$ cat config.mk
export PLATFORM = sky130hd
export DESIGN_NAME = instr_mem_loader
export DESIGN_NICKNAME = d
export VERILOG_FILES = /design/src/rtl/instr_mem_loader.sv
export SDC_FILE = /design/constraint.sdc
export NUM_CORES = 1
export LEC_CHECK = 0
export ABC_AREA = 1
export CORE_ASPECT_RATIO = 1.4
export CORE_MARGIN = 10
export CORE_UTILIZATION = 40
export DETAILED_ROUTE_END_ITERATION = 12
export MAX_ROUTING_LAYER = met4
export PLACE_DENSITY_LB_ADDON = 0.15
export SLEW_MARGIN = 10
export SYNTH_ARGS = -nofsm -noshare
export SYNTH_HDL_FRONTEND = slang
export SYNTH_SLANG_ARGS = --single-unit
export TNS_END_PERCENT = 5
$ cat constraint.sdc
create_clock -name clk -period 2.9 [get_ports clk]
set_input_delay 0.58 -clock clk [delete_from_list [all_inputs] [get_ports clk]]
set_output_delay 0.58 -clock clk [all_outputs]
set_load 0.03 [all_outputs]
$ cat src/rtl/instr_mem_loader.sv
// Boot-time program loader: receives a length-prefixed byte stream, packs
// big-endian 32-bit words and writes them to instruction memory. The core
// is held in reset (cpu_run=0) until the whole image has been written.
//
// state    | meaning
// ---------+-----------------------------------------------------------
// S_IDLE   | after reset, waiting for start; stream not consumed
// S_LEN_HI | waiting for the high byte of the word count
// S_LEN_LO | waiting for the low byte; decides empty / too big / load
// S_DATA   | collecting the 4 bytes of the current word
// S_WRITE  | one-cycle memory write of the assembled word
// S_DONE   | image complete, core released
// S_ERR    | word count exceeded capacity, core stays in reset
module instr_mem_loader #(
  parameter int ADDR_W = 10
) (
  input  logic              clk,
  input  logic              reset,
  input  logic              start,
  input  logic              in_valid,
  input  logic [7:0]        in_data,
  output logic              in_ready,
  output logic              mem_we,
  output logic [ADDR_W-1:0] mem_addr,
  output logic [31:0]       mem_wdata,
  output logic              cpu_run,
  output logic              busy,
  output logic              done,
  output logic              err
);

  // Length arithmetic is done in 17 bits so that a full 2**ADDR_W image
  // (ADDR_W up to 16) compares cleanly against the 16-bit word count.
  localparam logic [16:0] CAPACITY = 17'(1) << ADDR_W;

  typedef enum logic [2:0] {
    S_IDLE,
    S_LEN_HI,
    S_LEN_LO,
    S_DATA,
    S_WRITE,
    S_DONE,
    S_ERR
  } state_t;

  state_t            state;
  state_t            state_nxt;
  logic [15:0]       n_words;
  logic [ADDR_W-1:0] index;
  logic [1:0]        byte_cnt;
  logic [23:0]       shreg;
  logic              accept;
  logic [15:0]       len_full;
  logic              last_word;

  assign accept    = in_valid & in_ready;
  assign len_full  = {n_words[15:8], in_data};
  assign last_word = (({{(17-ADDR_W){1'b0}}, index} + 17'd1) == {1'b0, n_words});

  // State register
  always_ff @(posedge clk or negedge reset) begin
    if (!reset) state <= S_IDLE;
    else        state <= state_nxt;
  end

  // Next-state and Moore outputs; handshake decisions use in_valid directly
  // because in_ready is already implied by the state being decoded.
  always_comb begin
    state_nxt = state;
    in_ready  = 1'b0;
    busy      = 1'b0;
    done      = 1'b0;
    err       = 1'b0;
    cpu_run   = 1'b0;
    mem_we    = 1'b0;
    case (state)
      S_IDLE: begin
        if (start) state_nxt = S_LEN_HI;
      end
      S_LEN_HI: begin
        in_ready = 1'b1;
        busy     = 1'b1;
        if (in_valid) state_nxt = S_LEN_LO;
      end
      S_LEN_LO: begin
        in_ready = 1'b1;
        busy     = 1'b1;
        if (in_valid) begin
          if (len_full == 16'd0)                state_nxt = S_DONE;
          else if ({1'b0, len_full} > CAPACITY) state_nxt = S_ERR;
          else                                  state_nxt = S_DATA;
        end
      end
      S_DATA: begin
        in_ready = 1'b1;
        busy     = 1'b1;
        if (in_valid && byte_cnt == 2'd3) state_nxt = S_WRITE;
      end
      S_WRITE: begin
        busy      = 1'b1;
        mem_we    = 1'b1;
        state_nxt = last_word ? S_DONE : S_DATA;
      end
      S_DONE: begin
        done    = 1'b1;
        cpu_run = 1'b1;
        if (start) state_nxt = S_LEN_HI;
      end
      S_ERR: begin
        err = 1'b1;
        if (start) state_nxt = S_LEN_HI;
      end
      default: state_nxt = S_IDLE;
    endcase
  end

  // Length capture, word assembly and write address/data registers.
  // mem_addr/mem_wdata are loaded on the 4th byte so they are stable for
  // the whole WRITE cycle and simply hold afterwards.
  always_ff @(posedge clk or negedge reset) begin
    if (!reset) begin
      n_words   <= '0;
      index     <= '0;
      byte_cnt  <= '0;
      shreg     <= '0;
      mem_addr  <= '0;
      mem_wdata <= '0;
    end else begin
      case (state)
        S_LEN_HI: begin
          if (accept) n_words[15:8] <= in_data;
        end
        S_LEN_LO: begin
          if (accept) begin
            n_words[7:0] <= in_data;
            index        <= '0;
            byte_cnt     <= '0;
          end
        end
        S_DATA: begin
          if (accept) begin
            shreg    <= {shreg[15:0], in_data};
            byte_cnt <= byte_cnt + 2'd1;
            if (byte_cnt == 2'd3) begin
              mem_wdata <= {shreg, in_data};
              mem_addr  <= index;
            end
          end
        end
        S_WRITE: begin
          if (!last_word) index <= index + ADDR_W'(1);
        end
        default: ;
      endcase
    end
  end

endmodule
== Word-level counts from Yosys, hierarchy flattened ==
Index checks and enable logic that the tools add are counted.

* Register bits: 97
* Input port bits: 12
* Output and inout bits: 48
* Logic and storage cells: 62

* Add/subtract/negate cells: 3
* Magnitude comparators: 1
* Equality and inequality tests: 15
* Multiplexer cells: 19
* Bitwise operators: 1
* Reductions and logical operators: 15

{| class="wikitable"
|+ Operators by type and width
! kind !! number
|-
| $mux W3 || 7
|-
| $mux W10 || 2
|-
| $pmux W10 S2 || 1
|-
| $eq A11 B16 Y1 || 1
|-
| $gt A16 B11 Y1 const B || 1
|-
| $logic_not A16 Y1 || 1
|-
| $pmux W3 S5 || 1
|-
| $ne A2 B2 Y1 const B || 6
|-
| $add A10 B1 Y11 const B || 1
|-
| $add A10 B1 Y10 const B || 1
|-
| $eq A3 B3 Y1 const B || 3
|-
| $reduce_and A3 Y1 || 3
|-
| $eq A3 B2 Y1 const B || 2
|-
| $reduce_and A2 Y1 || 3
|-
| $reduce_or A3 Y1 || 2
|-
| $mux W1 || 5
|-
| $mux W2 || 2
|-
| $pmux W2 S2 || 1
|-
| $reduce_and A4 Y1 || 1
|-
| $reduce_bool A2 Y1 || 2
|-
| $reduce_or A4 Y1 || 1
|-
| $eq A3 B1 Y1 const B || 1
|-
| $logic_not A3 Y1 || 1
|-
| $add A2 B1 Y2 const B || 1
|-
| 4 further kinds || 4
|}

== Logic depth before layout (Yosys ltp) ==
* Depth after elaboration: 6
* Gate-level depth with buffers: 15
* Gate-level depth less buffers: 15

== Worst setup path before layout ==
No wires, ideal clock.

* Kind: flip-flop to output port
* Start point: register state[2]
* End point: output busy
* Arrival time: 1.304 ns
* Required time: 2.320 ns
* Slack: 1.016 ns
* Cell stages (with the launch flop): 4
* Buffers on the path: 0
* Path through: dfrtp_1 > nor2_1 > inv_1 > nand2_1

* Longest elaborated chain between the ends: 3
* Elaborated cells on any way between the ends: 6
* Those cells by class: eq/ne: 4; mux: 1; reduce/logical: 1

{| class="wikitable"
|+ RTL lines
! item !! line !! RTL
|-
| from (decl) || 46 || <nowiki>state_t state;</nowiki>
|-
| from (signal assigned) || 63 || <nowiki>else state <= state_nxt;</nowiki>
|-
| $eq A3 B2 Y1, or another cell as far along || 76 || <nowiki>case (state)</nowiki>
|-
| $reduce_or A4 Y1 (no line) (*) || n/a ||
|-
| $mux W1 (*) || 76 ||
|-
| to (decl) || 27 || <nowiki>output logic busy,</nowiki>
|}

Every way passes the cells marked *; elsewhere a longest branch is shown, timed or not.

== Worst setup path in the final report ==
* Start point: register state[1]
* End point: output mem_we

* Longest elaborated chain between the ends: 2

{| class="wikitable"
|+ RTL lines
! item !! line !! RTL
|-
| $eq A3 B3 Y1 || 76 ||
|-
| $mux W1 || 76 ||
|-
| to (decl) || 23 || <nowiki>output logic mem_we,</nowiki>
|}

No other way between the ends.

==> results.cfg <==
[timing]
grt_setup_unrepaired = no
report.final.slew_viol_count = 0
hold_viol = 0
tns_ns = 0
finalCriticalPeriod_ns = 2.72
relSlewSlack = 0.638
period_share = 0.938
skew_ns = 0.00383
worst_pin_slew_ns = 0.543
fmax_mhz = 368
setup_viol = 0

[power_and_ir_drop]
power_mw = 4.79
ir_drop_mv = 0.408
leakagePower_nw = 2.49
power_density_nw_per_um2 = 894

[synth]
synth_fa_ha_area_frac = 0.00580
syn_area_per_cell_um2 = 8.48
synth-seq-cells = 97
synth-xor-area-share = 0
synth_compound_area_frac = 0.114
ys_warn_count = 0
synth_cell_types = 28
synth-simple-area-share = 0.227
synthCells = 509
synth_top_family_by_area = simple AND/OR/NAND/NOR gates
synth-seq-area-share = 0.562
synth.mux.area_fraction = 0.0209
synthesis.area_um2 = 4320
mappedNetlistNets = 523

[setup_path]
endpoint_kind = output port
crit_path_start_kind = flip-flop
crit_type = reg -> out
cp_max_fo = 12
path_cells = nor2_1, nand2_1, inv_1, clkdlybuf4s50_1
reg2regPathDepth = 14
crit_arrival_ns = 2.14
cpPeakStageDelay_ns = 0.71
slowest_stage = clkdlybuf4s50_1
required_ns = 2.32

[drt]
num_vias = 3462
dr.pass1.iters = 4
drc = 0
final_antenna_net_count = 0
routed_wl_um = 10300
viasPerCell = 4.88
first_iter_violations = 212
wl_met1_um = 4420
wl_met3_um = 357
wl_met2_um = 5260
post_drt_wl_per_cell_um = 14.5
topRoutingLayerUsed = met4

[finish]
regArea_um2 = 2430
nFillCells = 1015
final_cell_mix = nand2_1 (152), dfrtp_1 (97), o21ai_0 (80)
fin_cells = 709
drive_gt1_frac = 0.0753
multi_input_area_um2 = 1590
antenna_cells = 0
layout_commonest_cell = nand2_1
nets = 580
fin_area_um2 = 5350
area_delta_synth_final_pct = 24.0

[clock_network]
cts_buffers = 9
postCtsSetupRepairBufs = 0
cts_sinks = 97
clk_path_buf_depth = 2
cts_tree = yes
clock_latency_ns = 0.34
clk_pin_slew_ns = 0.07
cts_resized = 0
cts_hold_buf = 0
htreeDepth = 3
cts_root_buf = clkbuf_16

[place]
place_area_um2 = 5040
place_inst = 693
gp_congestion = 0.847
portBuffers = 59
dpl.hpwl_um = 7440

[grt]
grt.overflow.total = 0
track_usage = 0.147
antenna_found_initial = 0
grt_pass1_wl_um = 17700
grt_max_degree = 98
grt_pass1_vias = 3506

[die]
core_area_um2 = 10500
num_io_pins = 60
die_x_um = 108
die_h_um = 143
num_rows = 44
fp.dieArea_um2 = 15400
start_util = 0.413

[status]
status = completed

[flow_run]
drv_cap = 0

[min_path]
hp-class = in -> async
-- through the flow --
stage | hold WS (ns) | setup WS, ns | util
2_1_floorplan | 0.284 | 1.02 | -
3_3_place_gp | 0.464 | 0.553 | 0.482
3_5_place_dp | 0.472 | 0.528 | 0.482
4_1_cts | 0.305 | 0.147 | 0.512
5_1_grt | 0.316 | 0.0345 | 0.512
6_report | 0.251 | 0.181 | 0.512
-- cells by family after synthesis --
group	after synthesis
AOI/OAI and AO/OA	95
buffers and inverters	75
muxes	8
adders and majority gates	2
and+or+nand+nor	232
DFF	97
-- synth_stat cells --
library cell  count  share of area
inv_1            57          0.050
o21a_1            1         0.0017
nor3_2            1         0.0023
nand2_2           5         0.0072
o21ai_0          80          0.093
nor2_1           32          0.028
nand3b_1          3         0.0052
ha_1              2         0.0058
a22o_1            1         0.0020
nand3_1          26          0.030
nor2_4            3         0.0078
nand2_1         153           0.13
o21ai_1           1         0.0012
dfrtp_1          97           0.56
nor3_1            2         0.0023
buf_8             1         0.0035
mux2_2            8          0.021
buf_4             1         0.0017
a22oi_1           1         0.0017
nor2_2            2         0.0029
nand2_4           1         0.0026
buf_2             2         0.0023
a21oi_1           7         0.0081
a21o_1            1         0.0017
nand4_1           4         0.0058
o21bai_1          2         0.0035
o31ai_1           1         0.0017
clkbuf_1         14          0.012
-- final timing paths --
kind / end / start / slack (ns)
worst max-delay path: mem_we / state[1] / 0.18
max in group asynchronous: mem_wdata[8] / reset / 2.21
worst min register to register: mem_addr[4] / mem_addr[4] / 0.48
worst max register to register: index[2] / index[0] / 0.62
min in group clk: mem_addr[4] / mem_addr[4] / 0.48
worst min-delay path: mem_addr[6] / reset / 0.25
-- sequential cells by signal, indices dropped and copies added, names as in the netlist --
register and flops:
state 3, mem_wdata 32, byte_cnt 2, index 10, shreg 24, n_words 16, mem_addr 10
-- critical path, delay by kind of cell (launching register included) --
| kind | cells | cell delay, ns |
|---|---|---|
| DFF | 1 | 0.42 |
| buffers and inverters | 2 | 0.95 |
| and+or+nand+nor | 2 | 0.43 |
-- area by class of cell --
class	instances	share of cell area
Sequential cell	97	0.453
Multi-Input combinational cell	337	0.298
Timing Repair Buffer	64	0.119
Clock buffer	9	0.0421
Inverter	57	0.0400
Tap cell	138	0.0323
Clock inverter	7	0.0154
-- power breakdown --
| group | total (mW) | internal, mW | switching (mW) |
|---|---|---|---|
| Sequential | 2.01 | 1.76 | 0.256 |
| Combinational | 1.54 | 0.575 | 0.966 |
| Clock | 1.23 | 0.686 | 0.547 |
-- metal layers --
metal  up-vias  track usage
met5         -            -
met4         0       0.0529
met3        19       0.0311
met2        61        0.240
met1      1645        0.175
li1       1737            -
Power figures use the tool's default switching activity.
==> variant (same flow settings) <==
Set the parameter `ADDR_W` to 9 (it was 10).
--- a/src/rtl/instr_mem_loader.sv
+++ b/src/rtl/instr_mem_loader.sv
@@ -13,5 +13,5 @@
 // S_ERR    | word count exceeded capacity, core stays in reset
 module instr_mem_loader #(
-  parameter int ADDR_W = 10
+  parameter int ADDR_W = 9
 ) (
   input  logic              clk,
Ports: changed (resized mem_addr); port bits go from 60 to 59. No check against the original RTL was run, so the function may have changed too.
==> variant against the unedited design <==
Die area is 2.4% lower; synthesized cell count decreased by 2.2%; area after synthesis is 2.9% lower; total power grew 0.30%; worst setup slack improved by 22 ps; via count fell by 4.2%; routed wire length down 6.6%; critical path depth is the same; final area is 2.3% lower; sequential cell count fell by 2.
==> variant: results (changes against the unedited design) <==
- Setup Buffers After CTS: 0 (unchanged)
- Clk root buf: clkbuf_16
- Initial antenna violation count: 0 (unchanged)
- Synth cell types: 25 (-11%)
- Tightest Pin Transition: 666 ps (+122 ps)
- Nets: 567 (-2.2%)
- Clk power: 1.23 mW (about the same)
- Syn_nets: 512 (-2.1%)
- Vias post-DR: 3316 (-4.2%)
- Reg clk slew, reported paths: 70 ps (about the same)
- Placement Cell Area: 4920 um2 (-2.6%)
- Largest net degree at the start of global routing: 53 (-46%)
- Clock buffer depth: 2 (unchanged)
- Num CTS Buffers: 9 (unchanged)
- Int Pwr: 3.03 mW (+0.26%)
- CTS resizes: 0 (unchanged)
- Combinational power: 1.58 mW (+3%)
- HP Class: input pin to asynchronous set/reset pin
- Sequential share of the synthesized area: 0.567 (+0.00468)
- DP HPWL: 7090 um (-4.7%)
- Peak supply drop: 506 uV (+24%)
- Diodes inserted: 0 (unchanged)
- Global-route wire length before repair: 16800 um (-4.8%)
- Outcome: complete, no violations
- Total wire length: 9590 um (-6.6%)
- Layout cell share with drive strength beyond 1: 0.0789 (+0.00355)
- Clock Latency Late Sink: 340 ps (about the same)
- Fill cells: 982 (-3.3%)
- Clock Skew: 6.38 ps (+2.55 ps)
- Gr usage total: 0.142 (-0.00534)
- Vias in the first global route: 3468 (-1.1%)
- Post-synth top cells: nand2_1 (156), dfrtp_1 (95), o21ai_0 (79)
- 1st-iter DRT viols: 207 (-2.4%)
- Async S/R FF share, synth: 1.00 (unchanged)
- Top Registers: mem_wdata: 32 flops, shreg: 24 flops, n_words: 16 flops
- Leakage: 2.49 nW (+0.11%)
- Pre-antenna DRT Iters: 5 (+1)
- Port Buf Inserts: 58 (-1.7%)
- Final GP Congestion: 0.811 (-4.3%)
- Yosys warns: 0 (unchanged)
- Worst path arrival time: 2120 ps (-20 ps)
- Top post-synthesis cells by area: dfrtp_1 (57%), nand2_1 (14%), o21ai_0 (9.4%), inv_1 (5.3%), nand3_1 (2.6%)
- H-tree depth: 3 (unchanged)
- CP max FO: 11 (-1)
[variant: worst max-delay path, cell delays in order, from the launching register on]
cell,delay (ps)
dfrtp_1,420
nor2_1,140
nand2_1,280
inv_1,240
clkdlybuf4s50_1,710
[variant: final cells by class]
class | count | area [um2] | share of cell area
sequential | 95 | 2380 | 0.455
multi-input combinational | 323 | 1500 | 0.286
timing repair buffer | 63 | 641 | 0.123
clock buffer | 10 | 239 | 0.0457
inverter | 61 | 229 | 0.0438
tap | 138 | 173 | 0.0330
clock inverter | 6 | 73.8 | 0.0141
[variant: cells by family after synthesis]
logic type,Yosys count,share of synthesized area
flip-flops,95,0.567
buffers and inverters,80,0.0767
AO/OA/AOI/OAI,87,0.105
multiplexers,6,0.0161
adder cells (fa/ha/maj),2,0.00597
AND/OR/NAND/NOR,228,0.229
[variant: per-layer routing]
layer	vias to the layer above	share of wire	track usage
met3	12	0.035	0.0287
met1	1548	0.44	0.164
met5	-	0	-
li1	1680	-	-
met2	76	0.51	0.236
met4	0	0.015	0.0550
[variant: per-stage QoR]
| stage | instances | power (mW) | worst slack, ps |
|---|---|---|---|
| final | 696 | 4.80 | 202 |
| after global placement | 680 | 3.59 | 583 |
| after CTS | 696 | 4.86 | 189 |
| after global routing | 696 | 5.17 | 67.1 |
| after floorplan | 498 | 3.01 | 1010 |
| after detailed placement | 680 | 3.61 | 565 |
[variant: worst paths after layout]
kind / to / cells past startpoint / startpoint / slack [ps]
hold reg to reg: mem_addr[4] / 2 / mem_addr[4] / 480
min in group clk: mem_addr[4] / 2 / mem_addr[4] / 480
max in group asynchronous: shreg[17] / 2 / reset / 1960
setup / recovery: mem_we / 4 / state[1] / 200
setup reg to reg: index[5] / 14 / index[0] / 690
hold / removal: mem_addr[2] / 1 / reset / 280
